[src/rtl/spi_display_receiver.sv]
// SPI responder modelling a MAX7219-style display register file.
// The SPI pins are oversampled in the clk domain and each 16-bit MSB-first
// frame is decoded as {ignored[3:0], addr[3:0], data[7:0]}.
module spi_display_receiver #(
  parameter int WORD_BITS   = 16,
  parameter int SYNC_STAGES = 2
) (
  input  logic       clk,
  input  logic       res,
  input  logic       spi_cs,
  input  logic       spi_sck,
  input  logic       spi_mosi,
  output logic       frame_valid,
  output logic       frame_error,
  output logic [3:0] frame_addr,
  output logic [7:0] frame_data,
  output logic       shutdown_n,
  output logic [7:0] decode_mode,
  output logic [3:0] intensity,
  output logic [2:0] scan_limit,
  output logic       display_test,
  input  logic [2:0] rd_sel,
  output logic [7:0] rd_raw,
  output logic [3:0] rd_char,
  output logic       rd_dp
);

  typedef enum logic [1:0] {ST_IDLE, ST_RECV, ST_COMMIT} state_t;

  state_t state_reg, state_next;

  logic [SYNC_STAGES-1:0] cs_sync_reg, sck_sync_reg, mosi_sync_reg;
  logic [SYNC_STAGES:0]   cs_sync_next, sck_sync_next, mosi_sync_next;
  logic                   cs_d_reg, sck_d_reg;
  logic                   cs_s, sck_s, mosi_s;
  logic                   cs_rise, cs_fall, sck_rise;

  logic [WORD_BITS-1:0] shift_reg;
  logic [4:0]           bit_cnt_reg;
  logic                 count_ok;

  logic clear_en, shift_en, commit_en, error_en;
  logic frame_valid_reg, frame_error_reg;
  logic [3:0] frame_addr_reg, intensity_reg;
  logic [7:0] frame_data_reg, decode_mode_reg;
  logic [2:0] scan_limit_reg;
  logic       shutdown_n_reg, display_test_reg;
  logic [3:0] commit_addr;
  logic [7:0] commit_data;
  logic [63:0] digit_flat;

  // Each chain shifts the raw pin in at bit 0; the top bit is the synchronised value.
  assign cs_sync_next   = {cs_sync_reg, spi_cs};
  assign sck_sync_next  = {sck_sync_reg, spi_sck};
  assign mosi_sync_next = {mosi_sync_reg, spi_mosi};

  // Synchroniser chains plus one delay stage for edge detection; CS idles high out of reset.
  always_ff @(posedge clk) begin
    if (res) begin
      cs_sync_reg   <= '1;
      sck_sync_reg  <= '0;
      mosi_sync_reg <= '0;
      cs_d_reg      <= 1'b1;
      sck_d_reg     <= 1'b0;
    end else begin
      cs_sync_reg   <= cs_sync_next[SYNC_STAGES-1:0];
      sck_sync_reg  <= sck_sync_next[SYNC_STAGES-1:0];
      mosi_sync_reg <= mosi_sync_next[SYNC_STAGES-1:0];
      cs_d_reg      <= cs_s;
      sck_d_reg     <= sck_s;
    end
  end

  assign cs_s     = cs_sync_reg[SYNC_STAGES-1];
  assign sck_s    = sck_sync_reg[SYNC_STAGES-1];
  assign mosi_s   = mosi_sync_reg[SYNC_STAGES-1];
  assign cs_rise  = cs_s & ~cs_d_reg;
  assign cs_fall  = ~cs_s & cs_d_reg;
  assign sck_rise = sck_s & ~sck_d_reg;
  assign count_ok = (bit_cnt_reg == 5'(WORD_BITS));

  // FSM state register.
  always_ff @(posedge clk) begin
    if (res) state_reg <= ST_IDLE;
    else     state_reg <= state_next;
  end

  // FSM next-state logic; a CS fall inside RECV simply restarts the frame.
  always_comb begin
    state_next = state_reg;
    case (state_reg)
      ST_IDLE:   if (cs_fall) state_next = ST_RECV;
      ST_RECV: begin
        if (cs_fall)      state_next = ST_RECV;
        else if (cs_rise) state_next = count_ok ? ST_COMMIT : ST_IDLE;
      end
      ST_COMMIT: state_next = ST_IDLE;
      default:   state_next = ST_IDLE;
    endcase
  end

  // FSM outputs; CS rise takes priority so an SCK rise in the same cycle is dropped.
  always_comb begin
    clear_en  = 1'b0;
    shift_en  = 1'b0;
    commit_en = 1'b0;
    error_en  = 1'b0;
    case (state_reg)
      ST_IDLE: clear_en = cs_fall;
      ST_RECV: begin
        if (cs_fall)                 clear_en = 1'b1;
        else if (cs_rise)            error_en = ~count_ok;
        else if (sck_rise && !cs_s)  shift_en = 1'b1;
      end
      ST_COMMIT: commit_en = 1'b1;
      default: ;
    endcase
  end

  // Shift register and saturating bit counter.
  always_ff @(posedge clk) begin
    if (res || clear_en) begin
      shift_reg   <= '0;
      bit_cnt_reg <= '0;
    end else if (shift_en) begin
      shift_reg   <= {shift_reg[WORD_BITS-2:0], mosi_s};
      if (bit_cnt_reg != 5'd31) bit_cnt_reg <= bit_cnt_reg + 5'd1;
    end
  end

  assign commit_addr = shift_reg[11:8];
  assign commit_data = shift_reg[7:0];

  // Status pulses, last-frame fields and control registers, updated on commit.
  always_ff @(posedge clk) begin
    if (res) begin
      frame_valid_reg  <= 1'b0;
      frame_error_reg  <= 1'b0;
      frame_addr_reg   <= '0;
      frame_data_reg   <= '0;
      decode_mode_reg  <= '0;
      intensity_reg    <= '0;
      scan_limit_reg   <= '0;
      shutdown_n_reg   <= 1'b0;
      display_test_reg <= 1'b0;
    end else begin
      frame_valid_reg <= commit_en;
      frame_error_reg <= error_en;
      if (commit_en) begin
        frame_addr_reg <= commit_addr;
        frame_data_reg <= commit_data;
        case (commit_addr)
          4'h9: decode_mode_reg  <= commit_data;
          4'hA: intensity_reg    <= commit_data[3:0];
          4'hB: scan_limit_reg   <= commit_data[2:0];
          4'hC: shutdown_n_reg   <= commit_data[0];
          4'hF: display_test_reg <= commit_data[0];
          default: ;
        endcase
      end
    end
  end

  // Digit registers 0x01..0x08, one per generate instance.
  genvar gi;
  generate
    for (gi = 0; gi < 8; gi++) begin : g_digit
      logic [7:0] digit_reg;
      // Capture the frame data when the committed address selects this digit.
      always_ff @(posedge clk) begin
        if (res)                                          digit_reg <= '0;
        else if (commit_en && commit_addr == 4'(gi + 1))  digit_reg <= commit_data;
      end
      assign digit_flat[gi*8 +: 8] = digit_reg;
    end
  endgenerate

  assign frame_valid  = frame_valid_reg;
  assign frame_error  = frame_error_reg;
  assign frame_addr   = frame_addr_reg;
  assign frame_data   = frame_data_reg;
  assign decode_mode  = decode_mode_reg;
  assign intensity    = intensity_reg;
  assign scan_limit   = scan_limit_reg;
  assign shutdown_n   = shutdown_n_reg;
  assign display_test = display_test_reg;

  assign rd_raw  = digit_flat[{rd_sel, 3'b000} +: 8];
  assign rd_char = decode_mode_reg[rd_sel] ? rd_raw[3:0] : 4'hF;
  assign rd_dp   = rd_raw[7];

endmodule

[config.mk]
export PLATFORM = sky130hd
export DESIGN_NAME = spi_display_receiver
export DESIGN_NICKNAME = d
export VERILOG_FILES = /design/src/rtl/spi_display_receiver.sv
export SDC_FILE = /design/constraint.sdc
export NUM_CORES = 1
export LEC_CHECK = 0
export CAP_MARGIN = 5
export CELL_PAD_IN_SITES_DETAIL_PLACEMENT = 1
export CELL_PAD_IN_SITES_GLOBAL_PLACEMENT = 1
export CORE_MARGIN = 2
export CORE_UTILIZATION = 49
export CTS_BUF_LIST = sky130_fd_sc_hd__clkbuf_8
export CTS_CLUSTER_SIZE = 25
export DETAILED_ROUTE_END_ITERATION = 16
export GPL_ROUTABILITY_DRIVEN = 0
export PLACE_DENSITY = 0.92
export SLEW_MARGIN = 20
export SYNTH_ARGS = -nofsm -noshare
export SYNTH_HDL_FRONTEND = slang
export SYNTH_SLANG_ARGS = --single-unit
[constraint.sdc]
create_clock -name clk -period 9.8 [get_ports clk]
set_input_delay 2.94 -clock clk [delete_from_list [all_inputs] [get_ports clk]]
set_output_delay 2.94 -clock clk [all_outputs]
set_load 0.01 [all_outputs]
* Yosys cells after proc, flatten, opt, wreduce, memory -nomap -nowiden
Cells that the tools add are included.
Operators by class: mux-type cells 15, reductions and logical operators 20, div/mod/pow operators 0, equality and inequality tests 19, order comparisons 1, $add $sub $neg 1, multiply operators 0, shifts and indexed selects 1, bitwise logic cells 9
Operators by type and width (number):
- $shiftx A64 B7 Y8 | 1
- $eq A4 B4 Y1 const B | 6
- $eq A4 B3 Y1 const B | 4
- $reduce_and A2 Y1 | 7
- $logic_and A1 B1 Y1 | 9
- $eq A4 B2 Y1 const B | 2
- $mux W2 | 4
- $mux W1 | 7
- $not A1 Y1 | 6
- $add A5 B1 Y5 const B | 1
- $eq A5 B5 Y1 const B | 1
- $ne A5 B5 Y1 const B | 1
- $eq A4 B1 Y1 const B | 1
- $lt A3 B4 Y1 const B | 1
- $mux W4 | 1
- $pmux W2 S2 | 1
- $reduce_or A4 Y1 | 1
- $and A1 B1 Y1 | 3
- $bmux W1 S3 | 1
- $ne A3 B3 Y1 const B | 1
- $eq A2 B1 Y1 const B | 1
- $eq A2 B2 Y1 const B | 1
- $logic_not A2 Y1 | 1
- $ne A2 B2 Y1 const B | 1
- 3 further kinds | 3
Storage, ports and cells: memory bits (writable) 0, input bits 8, bits in registers 122, memories kept 0, bits in read-only memories 0, latch bits 0

* Longest topological paths before layout
Gate-level depths: netlist of the first run.
word-level depth 8, mapped depth 7, gate-level depth less buffers 5

* Worst setup path after synthesis of the first run
Ideal clock, no wire load.
path kind input port to output port, start point in rd_sel[0], end point out rd_raw[7], stages 5, data required time 6860 ps, data arrival time 4344 ps, buffers on the path 3, path slack 2516 ps, cell sequence buf_2 > buf_4 > mux4_2 > mux2_2 > buf_4
On the way: word-level cells in the longest chain between the ends 1
RTL lines:
- from (decl) | RTL line 22 | input logic [2:0] rd_sel,
- $shiftx A64 B7 Y8 | RTL line 188 | assign rd_raw = digit_flat[{rd_sel, 3'b000} +: 8];
- to (decl) | RTL line 23 | output logic [7:0] rd_raw,
No other way between the ends.

* Final worst setup path of the first run
start point in rd_sel[0], end point out rd_raw[6]
Same word-level chain as after synthesis.

==> results of run 1 <==
==> logic make-up after synthesis <==
kind of cell / Yosys count / synth area share, %
AOI/OAI and AO/OA: 60 / 6.98
adders and majority gates: 5 / 1.21
buffers and inverters: 42 / 3.61
DFF: 122 / 47.3
muxes: 114 / 24.7
and+or+nand+nor: 182 / 16.2
==> path summary, 6_finish.rpt <==
path | endpoint | slack (ps) | depth (start not counted)
max | rd_raw[6] | 1320 | 5
min | cs_sync_reg[1] | 430 | 1
max reg2reg | g_digit[0].digit_reg[5] | 7540 | 3
min reg2reg | cs_sync_reg[1] | 430 | 1
==> synthesized netlist by cell type (all sizes together) <==
master	instances	area (sq um)
nor2	4	15.0
or4	1	7.51
a21bo	4	40.0
ha	5	62.6
inv	7	26.3
nand4b	2	17.5
dfxtp	122	2440
or2b	1	7.51
nand2	125	469
and4	1	8.76
o211ai	2	15.0
and2b	1	7.51
mux2	5	56.3
or2	2	12.5
and4bb	1	12.5
nor4bb	1	10.0
and4b	1	10.0
nor4b	3	26.3
or3b	1	11.3
o31ai	3	22.5
buf	8	58.8
nor4	2	12.5
a21oi	28	140
nor2b	9	56.3
and3	1	6.26
and2	7	43.8
a22oi	8	60.1
nor3	1	5.00
nand3	16	80.1
nor3b	1	7.51
o21ai	13	65.1
a211o	2	17.5
clkbuf	27	101
mux2i	99	991
mux4	10	225
or4b	1	10.0
==> power breakdown <==
part           switching (W)   total, W  internal [W]
sequential        0.00000121   0.000498      0.000497
clock               0.000196   0.000470      0.000274
combinational      0.0000230  0.0000366     0.0000136
total               0.000221    0.00101      0.000784
==> layout make-up <==
cell class | count | share of cell area, %
flip-flops and latches | 122 | 39.7
well taps | 136 | 2.77
repair buffers | 55 | 8.79
multi-input cells | 361 | 41.5
inverters | 7 | 0.428
clock buffers | 21 | 4.70
clock inverters | 11 | 2.06
==> critical path: stages <==
cell	delay, ps
clkdlybuf4s50_1	860
buf_4	430
mux4_2	540
mux2_2	270
clkdlybuf4s50_1	480
==> cells in the final DEF, fill, tap and decap left out, drive strengths merged, types with 3 or more instances in the layout <==
master         Yosys  layout
nor2b              9       9
nand2            125     125
mux2i             99      99
a21bo              4       4
nor2               4       4
a21oi             28      28
buf                8       4
and2               7       7
ha                 5       5
clkbuf            27      21
dfxtp            122     122
a22oi              8       8
mux4              10      10
nand3             16      16
o31ai              3       3
mux2               5       5
bufinv             0       3
nor4b              3       3
clkdlybuf4s50      0      51
inv                7      10
o21ai             13      13
clkinv             0       5
==> through the flow <==
stage                     hold WS [ps]  utilization (%)  worst slack, ps
after detailed placement           416             55.7             1320
after CTS                          432             59.8             1310
after global placement             396             55.6             1350
after floorplan                    389                -             2520
final                              425             59.8             1320
after global routing               451             59.8             1190
==> routing by layer <==
| metal | up-vias | GRT usage (%) | share of wire (%) |
|---|---|---|---|
| met3 | 47 | 7.48 | 4.6 |
| met2 | 122 | 49.0 | 51 |
| met1 | 2061 | 32.3 | 41 |
| met5 | - | 0 | 0 |
| met4 | 0 | 13.5 | 3.8 |
| li1 | 1896 | - | - |
==> reports/summary.txt, run 1 <==
=====================================================================================
Run status ............................................................. finished, final reports clean
Type of destination of the critical path ...............................  output port
Post-Synthesis Net Count ...............................................          538
Setup TNS Final ........................................................         0 ps
Headroom to the max-slew limit .........................................        35.8%
Launching element type of the critical path ............................ primary input
Antenna diode count ....................................................            0
Tot GR Track Use .......................................................        28.2%
HP Class ...............................................................   reg -> reg
Per-cell via count in the routed design ................................         5.79
Area enclosed by the die boundary ...................................... 11,400 sq um
Residual DRC count .....................................................            0
Overflow left after global routing .....................................            0
CTS H-tree lvls ........................................................            4
Post-CTS Hold Fix Bufs .................................................            0
Power per cell area ....................................................  164 nW/um^2
Total of max-cap violations ............................................            0
Placed cells ...........................................................          681
Clk pin slew, worst setup/hold paths ...................................        70 ps
Num Clock Sinks ........................................................          122
Number of primary I/O pins .............................................           52
Die boundary height ....................................................       107 um
Number of setup buffers added after CTS ................................            0
Synthesis Warnings .....................................................            0
Critical path startpoint ...............................................    rd_sel[0]
Count of nets left with antenna violations after detail routing ........            0
Transition at the pin with the smallest max-transition slack ...........       963 ps
Critical path start-end classification .................................    in -> out
Total length of routed wires ...........................................    15,200 um
First-pass GRT wire length .............................................    24,400 um
Distinct cell type count after synthesis ...............................           41
Cell Rows ..............................................................           37
CP Data Required Time ..................................................      6860 ps
Starting Density .......................................................        50.2%
Antenna violations before repair .......................................            0
Synthesized netlist cell count .........................................          525
Fin. max-slew vios .....................................................            0
Number of non-filler instances in the completed layout .................          713
Startpoint of the worst-slack reg-to-reg timing path ................... state_reg[1]
Peak supply drop .......................................................     0.102 mV
Post-layout total power ................................................    0.00101 W
CTS-repair resized insts ...............................................            0
Crit path arrival time .................................................      5540 ps
Post-synthesis sequential area ratio ...................................        47.3%
Syn Area/Cell ..........................................................   9.83 sq um
Cell area after synthesis ..............................................   5160 sq um
Max Fclk ...............................................................      118 MHz
Setup violation total in the final timing report .......................            0
Number of nets in the layout ...........................................          577
Layout cell share with drive strength beyond 1 .........................        10.2%
Final period demand of the worst path ..................................      8480 ps
Static power due to leakage ............................................      2.63 nW
Register Area ..........................................................   2440 sq um
PortBufs ...............................................................           51
Router iterations before antenna repair ................................            4
CTS root buffer ........................................................     clkbuf_8
Area of all placed cells without fillers ...............................   6150 sq um
Filler cells ...........................................................        1,131
Flip-flop count of the largest register after layout ...................           64
Endpoints failing hold .................................................            0
Pin count of the biggest net entering global routing ...................           95
Largest buffer count on any clock path .................................            2
TritonCTS clock tree ...................................................         done
Setup repair after global routing missed its margin ....................           no
Maximum fanout encountered on the critical timing path .................           18
Cell area after placement ..............................................   5730 sq um
Placeable core region .................................................. 10,300 sq um
Clk_lat worst skew .....................................................       450 ps
Post-DP HPWL ...........................................................      9980 um
Floorplan die width ....................................................       107 um
Hold path start ........................................................ cs_sync_reg[0]
Routed length per instance .............................................      21.4 um
Vias in the first global route .........................................        4,561
Total via count in the routed design ...................................        4,126
Multi-input combinational cell area ....................................   2550 sq um
Flip-flop and latch count after synthesis ..............................          122
Synth-to-layout area growth ............................................        19.1%
Setup Skew .............................................................      10.6 ps
Inserted Clock Buffers .................................................           17
Final period utilization ...............................................        86.5%
Count of routing violations after the opening detailed-route iteration .          185
=====================================================================================
Note: power is estimated with default switching activity, not from simulation.
==> inputs of run 2 (changes only) <==
RECOVER_POWER = 100   (was not set)
==> run 2 against run 1 <==
  * The flow now finishes with violations (capacitance limit, slew limit)
  * Global-route usage did not move
  * Design area decreased by 0.12%
  * Non-clock buffer count unchanged
  * Flip-flop and latch count unchanged
  * Largest power group unchanged
==> reports/summary.txt, run 2 (synthesized netlist as in run 1, its figures left out) <==
=====================================================================================
PortBufs ...............................................................           51   unchanged
Highest-delay cell along the critical path ............................. dlygate4sd3_1   was clkdlybuf4s50_1
Antenna violations before repair .......................................            0   unchanged
Die boundary height ....................................................       107 um   unchanged
Total length of routed wires ...........................................    15,300 um   was 15,200 um
Vias in the first global route .........................................        4,561   unchanged
Placed cells ...........................................................          681   unchanged
Count of nets left with antenna violations after detail routing ........            0   unchanged
Inserted Clock Buffers .................................................           17   unchanged
Run status ............................................................. finished, violations left   was finished, final reports clean
Setup TNS Final ........................................................         0 ps   unchanged
Residual DRC count .....................................................            0   unchanged
Headroom to the max-slew limit .........................................        -171%   was 35.8%
Fin. max-slew vios .....................................................           95   was 0
R2R Path End ........................................................... g_digit[0].digit_reg[5]   unchanged
Floorplan die width ....................................................       107 um   unchanged
Number of cells on the worst reg-to-reg path ...........................            3   unchanged
Final period demand of the worst path ..................................      8680 ps   was 8480 ps
Pin count of the biggest net entering global routing ...................           95   unchanged
Setup violation total in the final timing report .......................            0   unchanged
Cell area after placement ..............................................   5730 sq um   unchanged
Worst hold path endpoint ............................................... cs_sync_reg[1]   unchanged
Post-DP HPWL ...........................................................      9980 um   unchanged
Post-CTS Hold Fix Bufs .................................................            0   unchanged
Crit path arrival time .................................................      5740 ps   was 5540 ps
Static power due to leakage ............................................      2.74 nW   was 2.63 nW
Critical path start-end classification .................................    in -> out   unchanged
Tot GR Track Use .......................................................        28.2%   unchanged
CTS-repair resized insts ...............................................            0   unchanged
Leading cell type in the layout, fill and taps excluded ................      nand2_1   unchanged
Uppermost signal routing layer after detailed routing ..................         met4   unchanged
Router iterations before antenna repair ................................            7   was 4
Largest buffer count on any clock path .................................            2   unchanged
Max Fclk ...............................................................      115 MHz   was 118 MHz
Startpoint of the worst-slack reg-to-reg timing path ................... state_reg[1]   unchanged
CP Data Required Time ..................................................      6860 ps   about the same
Count of routing violations after the opening detailed-route iteration .          200   was 185
Register-to-register setup slack .......................................      7510 ps   was 7540 ps
First-pass GRT wire length .............................................    24,400 um   unchanged
Area of all placed cells without fillers ...............................   6140 sq um   was 6150 sq um
Launching element type of the critical path ............................ primary input   unchanged
Setup Skew .............................................................      12.5 ps   was 10.6 ps
Number of nets in the layout ...........................................          577   unchanged
Total of max-cap violations ............................................            1   was 0
Synth-to-layout area growth ............................................        18.9%   was 19.1%
Cell Rows ..............................................................           37   unchanged
Failing checks ......................................................... capacitance limit, slew limit
Endpoints failing hold .................................................            0   unchanged
Layout cell share with drive strength beyond 1 .........................        9.71%   was 10.2%
Worst hold path stage count ............................................            1   unchanged
CTS H-tree lvls ........................................................            4   unchanged
TritonCTS clock tree ...................................................         done   unchanged
Starting Density .......................................................        50.2%   unchanged
Met3 routed wirelength .................................................       688 um   was 707 um
Delay of the slowest cell on the worst path ............................       940 ps   was 860 ps
Peak supply drop .......................................................     0.103 mV   was 0.102 mV
Most frequent cells in the layout ...................................... nand2_1 (125), dfxtp_1 (122), mux2i_1 (99), dlygate4sd3_1 (43), a21oi_1 (28)   was nand2_1 (125), dfxtp_1 (122), mux2i_1 (99), clkdlybuf4s50_1 (51), a21oi_1 (28)
Final period utilization ...............................................        88.5%   was 86.5%
Type of destination of the critical path ...............................  output port   unchanged
Antenna diode count ....................................................            0   unchanged
Clk pin slew, worst setup/hold paths ...................................        70 ps   about the same
Setup repair after global routing missed its margin ....................           no   unchanged
Per-cell via count in the routed design ................................         5.79   about the same
HP Class ...............................................................   reg -> reg   unchanged
Sum of routed wire segments on met1 ....................................      6310 um   was 6220 um
Clk_lat worst skew .....................................................       450 ps   about the same
Hold path start ........................................................ cs_sync_reg[0]   unchanged
Number of non-filler instances in the completed layout .................          713   unchanged
Total length of routed met2 wires ......................................      7780 um   was 7740 um
Series of cell instances along the critical path ....................... dlygate4sd3_1 -> buf_4 -> mux4_2 -> mux2_2 -> dlygate4sd3_1   was clkdlybuf4s50_1 -> buf_4 -> mux4_2 -> mux2_2 -> clkdlybuf4s50_1
Power per cell area ....................................................  164 nW/um^2   about the same
Placeable core region .................................................. 10,300 sq um   unchanged
Area enclosed by the die boundary ...................................... 11,400 sq um   unchanged
Transition at the pin with the smallest max-transition slack ...........      4070 ps   was 963 ps
Number of setup buffers added after CTS ................................            0   unchanged
Overflow left after global routing .....................................            0   unchanged
Num Clock Sinks ........................................................          122   unchanged
Number of primary I/O pins .............................................           52   unchanged
Total via count in the routed design ...................................        4,125   was 4,126
CP dominant cell by count .............................................. dlygate4sd3_1   was clkdlybuf4s50_1
Maximum fanout encountered on the critical timing path .................           18   unchanged
Flip-flop count of the largest register after layout ...................           64   unchanged
CTS root buffer ........................................................     clkbuf_8   unchanged
Routed length per instance .............................................      21.4 um   about the same
=====================================================================================
[run 2: cell count changes in the layout (fill, tap and decap cells not counted)]
| cell | change |
|---|---|
| dlygate4sd3_1 | +43 |
| and2_0 | +1 |
| and2_1 | -1 |
| buf_4 | -2 |
| clkinv_1 | +1 |
| inv_2 | -1 |
| clkbuf_1 | +2 |
| clkdlybuf4s50_1 | -43 |
[run 2: report_power, final]
part	internal [W]	switching [W]
logic	0.0000128	0.0000228
registers	0.000497	0.00000122
clock network	0.000274	0.000198
total	0.000784	0.000222
[run 2: final cells by class]
cell class              instances  area, sq um
fillers                      1130         4140
multi-input cells             361         2550
flip-flops and latches        122         2440
repair buffers                 55          533
clock buffers                  21          289
well taps                     136          170
clock inverters                11          126
inverters                       7         26.3
[run 2: layer usage]
metal | vias to the layer above | global-route usage [%]
met5 | - | 0
li1 | 1897 | -
met4 | 0 | 13.5
met2 | 122 | 49.0
met1 | 2063 | 32.3
met3 | 43 | 7.48
[run 2: worst max-delay path: cells and delay by family]
kind | cells | cell delay, ps
buf+inv | 3 | 1970
mux | 2 | 810
[run 2: per-stage QoR]
stage	setup WS, ps	hold WS (ps)	power [W]	util [%]
floorplan	2520	389	0.000533	-
global placement	1350	396	0.000543	55.6
detailed placement	1320	416	0.000545	55.7
CTS	1310	432	0.00101	59.8
global route	883	451	0.00104	59.7
finish	1120	428	0.00101	59.7
[run 2: worst max path at each step]
stage,startpoint,endpoint,slack (ps),cells past startpoint
after floorplan,rd_sel[0],rd_raw[7],2520,5
after global placement,rd_sel[0],rd_raw[6],1350,5
after detailed placement,rd_sel[0],rd_raw[6],1320,5
after CTS,rd_sel[0],rd_raw[6],1310,5
after global routing,res,g_digit[6].digit_reg[0],880,6
final,rd_sel[0],rd_raw[6],1120,5
==> inputs of run 3 (changes only) <==
clock period = 10.6 ns   (was 9.8 ns; I/O delays follow)
==> run 3 against run 2 <==
  * Wire length is 1.6% lower
  * Sequential share of layout area is 0.16 points higher
  * The flow still finishes with violations (capacitance limit, slew limit)
  * Combinational power is 10% lower
  * Highest routed layer unchanged
  * Hold slack better by 4.7 ps
==> reports/summary.txt, run 3 (synthesized netlist as in run 1, its figures left out) <==
=====================================================================================
Failing checks ......................................................... capacitance limit, slew limit   unchanged
Transition at the pin with the smallest max-transition slack ...........      4010 ps   was 4070 ps
Total of max-cap violations ............................................            1   unchanged
Pin count of the biggest net entering global routing ...................           95   unchanged
Vias in the first global route .........................................        4,526   was 4,561
Tot GR Track Use .......................................................        28.1%   was 28.2%
Final period utilization ...............................................        86.2%
Switching share of power ...............................................        23.7%   was 22.0%
Count of nets left with antenna violations after detail routing ........            0   unchanged
Number of cells on the worst reg-to-reg path ...........................            3   unchanged
Fin. max-slew vios .....................................................           95   unchanged
Area enclosed by the die boundary ...................................... 11,400 sq um   unchanged
Largest buffer count on any clock path .................................            2   unchanged
Setup violation total in the final timing report .......................            0   unchanged
TritonCTS clock tree ...................................................         done   unchanged
Register Area ..........................................................   2440 sq um   unchanged
Num Clock Sinks ........................................................          122   unchanged
Power per cell area ....................................................  148 nW/um^2   was 164 nW/um^2
Number of non-filler instances in the completed layout .................          713   unchanged
Synth-to-layout area growth ............................................        18.4%   was 18.9%
Antenna violations before repair .......................................            0   unchanged
Total length of routed wires ...........................................    15,100 um   was 15,300 um
Cell area after placement ..............................................   5730 sq um   unchanged
Setup Skew .............................................................      10.9 ps   was 12.5 ps
Critical path startpoint ...............................................    rd_sel[0]   unchanged
Inserted Clock Buffers .................................................           17   unchanged
Routed length per instance .............................................      21.1 um   was 21.4 um
Setup repair after global routing missed its margin ....................           no   unchanged
Delay-heaviest family, CP .............................................. buffers and inverters   unchanged
Leading cell type in the layout, fill and taps excluded ................      nand2_1   unchanged
Router iterations before antenna repair ................................            5   was 7
Series of cell instances along the critical path ....................... dlygate4sd3_1 -> buf_4 -> mux4_2 -> mux2_2 -> dlygate4sd3_1   unchanged
Total via count in the routed design ...................................        4,159   was 4,125
R2R Path End ........................................................... g_digit[0].digit_reg[0]   was g_digit[0].digit_reg[5]
Area of all placed cells without fillers ...............................   6110 sq um   was 6140 sq um
Run status ............................................................. finished, violations left   unchanged
Sequential share of power ..............................................        51.0%   was 49.6%
Post-CTS Hold Fix Bufs .................................................            0   unchanged
Maximum fanout encountered on the critical timing path .................           18   unchanged
PortBufs ...............................................................           51   unchanged
HP Class ...............................................................   reg -> reg   unchanged
CTS-repair resized insts ...............................................            0   unchanged
Comb power frac ........................................................         3.6%   about the same
Clk pin slew, worst setup/hold paths ...................................        80 ps   was 70 ps
CTS H-tree lvls ........................................................            4   unchanged
Peak supply drop .......................................................    0.0949 mV   was 0.103 mV
CP Data Required Time ..................................................      7420 ps   was 6860 ps
Register-to-register setup slack .......................................      8270 ps   was 7510 ps
Most frequent cells in the layout ...................................... nand2_1 (125), dfxtp_1 (122), mux2i_1 (99), dlygate4sd3_1 (43), a21oi_1 (28)   unchanged
Type of destination of the critical path ...............................  output port   unchanged
Die boundary height ....................................................       107 um   unchanged
Count of routing violations after the opening detailed-route iteration .          186   was 200
Post-layout total power ................................................   0.000903 W   was 0.00101 W
Delay of the slowest cell on the worst path ............................       930 ps   was 940 ps
Count of cell instances traversed by the critical path .................            5   unchanged
Post-DP HPWL ...........................................................      9910 um   was 9980 um
Per-cell via count in the routed design ................................         5.83   was 5.79
Filler cells ...........................................................        1,136   was 1,130
Net switching power ....................................................   0.000214 W   was 0.000222 W
CTS root buffer ........................................................     clkbuf_8   unchanged
Launching element type of the critical path ............................ primary input   unchanged
Design internal power ..................................................   0.000689 W   was 0.000784 W
Static power due to leakage ............................................      2.71 nW   was 2.74 nW
Endpoints failing hold .................................................            0   unchanged
Number of setup buffers added after CTS ................................            0   unchanged
Number of nets in the layout ...........................................          577   unchanged
Antenna diode count ....................................................            0   unchanged
Startpoint of the worst-slack reg-to-reg timing path ................... state_reg[1]   unchanged
CP dominant cell by count .............................................. dlygate4sd3_1   unchanged
Capturing instance or port of the critical path ........................    rd_raw[6]   unchanged
Multi-input combinational cell area ....................................   2550 sq um   unchanged
Final cell utilization of the core .....................................        59.5%   was 59.7%
Part of the power in the clock network .................................        45.4%   was 46.9%
Number of primary I/O pins .............................................           52   unchanged
Clk_lat worst skew .....................................................       470 ps   was 450 ps
Floorplan die width ....................................................       107 um   unchanged
Final period demand of the worst path ..................................      9140 ps
Headroom to the max-slew limit .........................................        -167%   was -171%
Residual DRC count .....................................................            0   unchanged
First-pass GRT wire length .............................................    23,900 um   was 24,400 um
Placeable core region .................................................. 10,300 sq um   unchanged
Max Fclk ...............................................................      109 MHz
Worst path buffer plus inverter count ..................................            3   unchanged
Crit path arrival time .................................................      5960 ps   was 5740 ps
Highest-delay cell along the critical path ............................. dlygate4sd3_1   unchanged
Setup TNS Final ........................................................         0 ps   unchanged
Starting Density .......................................................        50.2%   unchanged
Placed cells ...........................................................          681   unchanged
Layout cell share with drive strength beyond 1 .........................        9.71%   unchanged
Hold path start ........................................................ cs_sync_reg[0]   unchanged
Critical path start-end classification .................................    in -> out   unchanged
Cell Rows ..............................................................           37   unchanged
Flip-flop count of the largest register after layout ...................           64   unchanged
Overflow left after global routing .....................................            0   unchanged
=====================================================================================
run 3: worst reg2reg max path, delay by kind of cell (launching register included):
kind	cells	cell delay, ps
flip-flops	1	590
AND/OR/NAND/NOR	2	1290
multiplexers	1	340
run 3: worst min path at each step:
stage                      to  depth (start not counted)
2_1_floorplan  cs_sync_reg[1]                          1
3_3_place_gp   cs_sync_reg[1]                          1
3_5_place_dp   cs_sync_reg[1]                          1
4_1_cts        cs_sync_reg[1]                          1
5_1_grt        cs_sync_reg[1]                          1
6_report       cs_sync_reg[1]                          1
run 3: power groups by stage:
stage / registers, W / clock network [W] / logic, W
floorplan: 0.000471 / 0 / 0.0000221
global placement: 0.000471 / 0 / 0.0000309
detailed placement: 0.000471 / 0 / 0.0000323
CTS: 0.000461 / 0.000413 / 0.0000328
global route: 0.000461 / 0.000435 / 0.0000346
finish: 0.000461 / 0.000410 / 0.0000321
run 3: routing by layer:
| metal | GRT usage [%] | vias to the layer above | wire, um |
|---|---|---|---|
| met4 | 13.5 | 0 | 452 |
| li1 | - | 1909 | - |
| met2 | 49.1 | 147 | 7850 |
| met3 | 6.69 | 40 | 675 |
| met5 | 0 | - | 0 |
| met1 | 32.2 | 2063 | 6080 |
run 3: layout make-up:
cell class,instances,area share [%]
multi-input combinational,361,41.7
sequential,122,40.0
timing repair buffer,55,8.72
clock buffer,19,4.28
tap,136,2.78
clock inverter,13,2.11
inverter,7,0.430
run 3: metrics by stage:
stage | hold WS, ps | setup slack [ps]
after floorplan | 389 | 2840
after global placement | 396 | 1670
after detailed placement | 417 | 1660
after CTS | 436 | 1650
after global routing | 437 | 1350
final | 433 | 1460
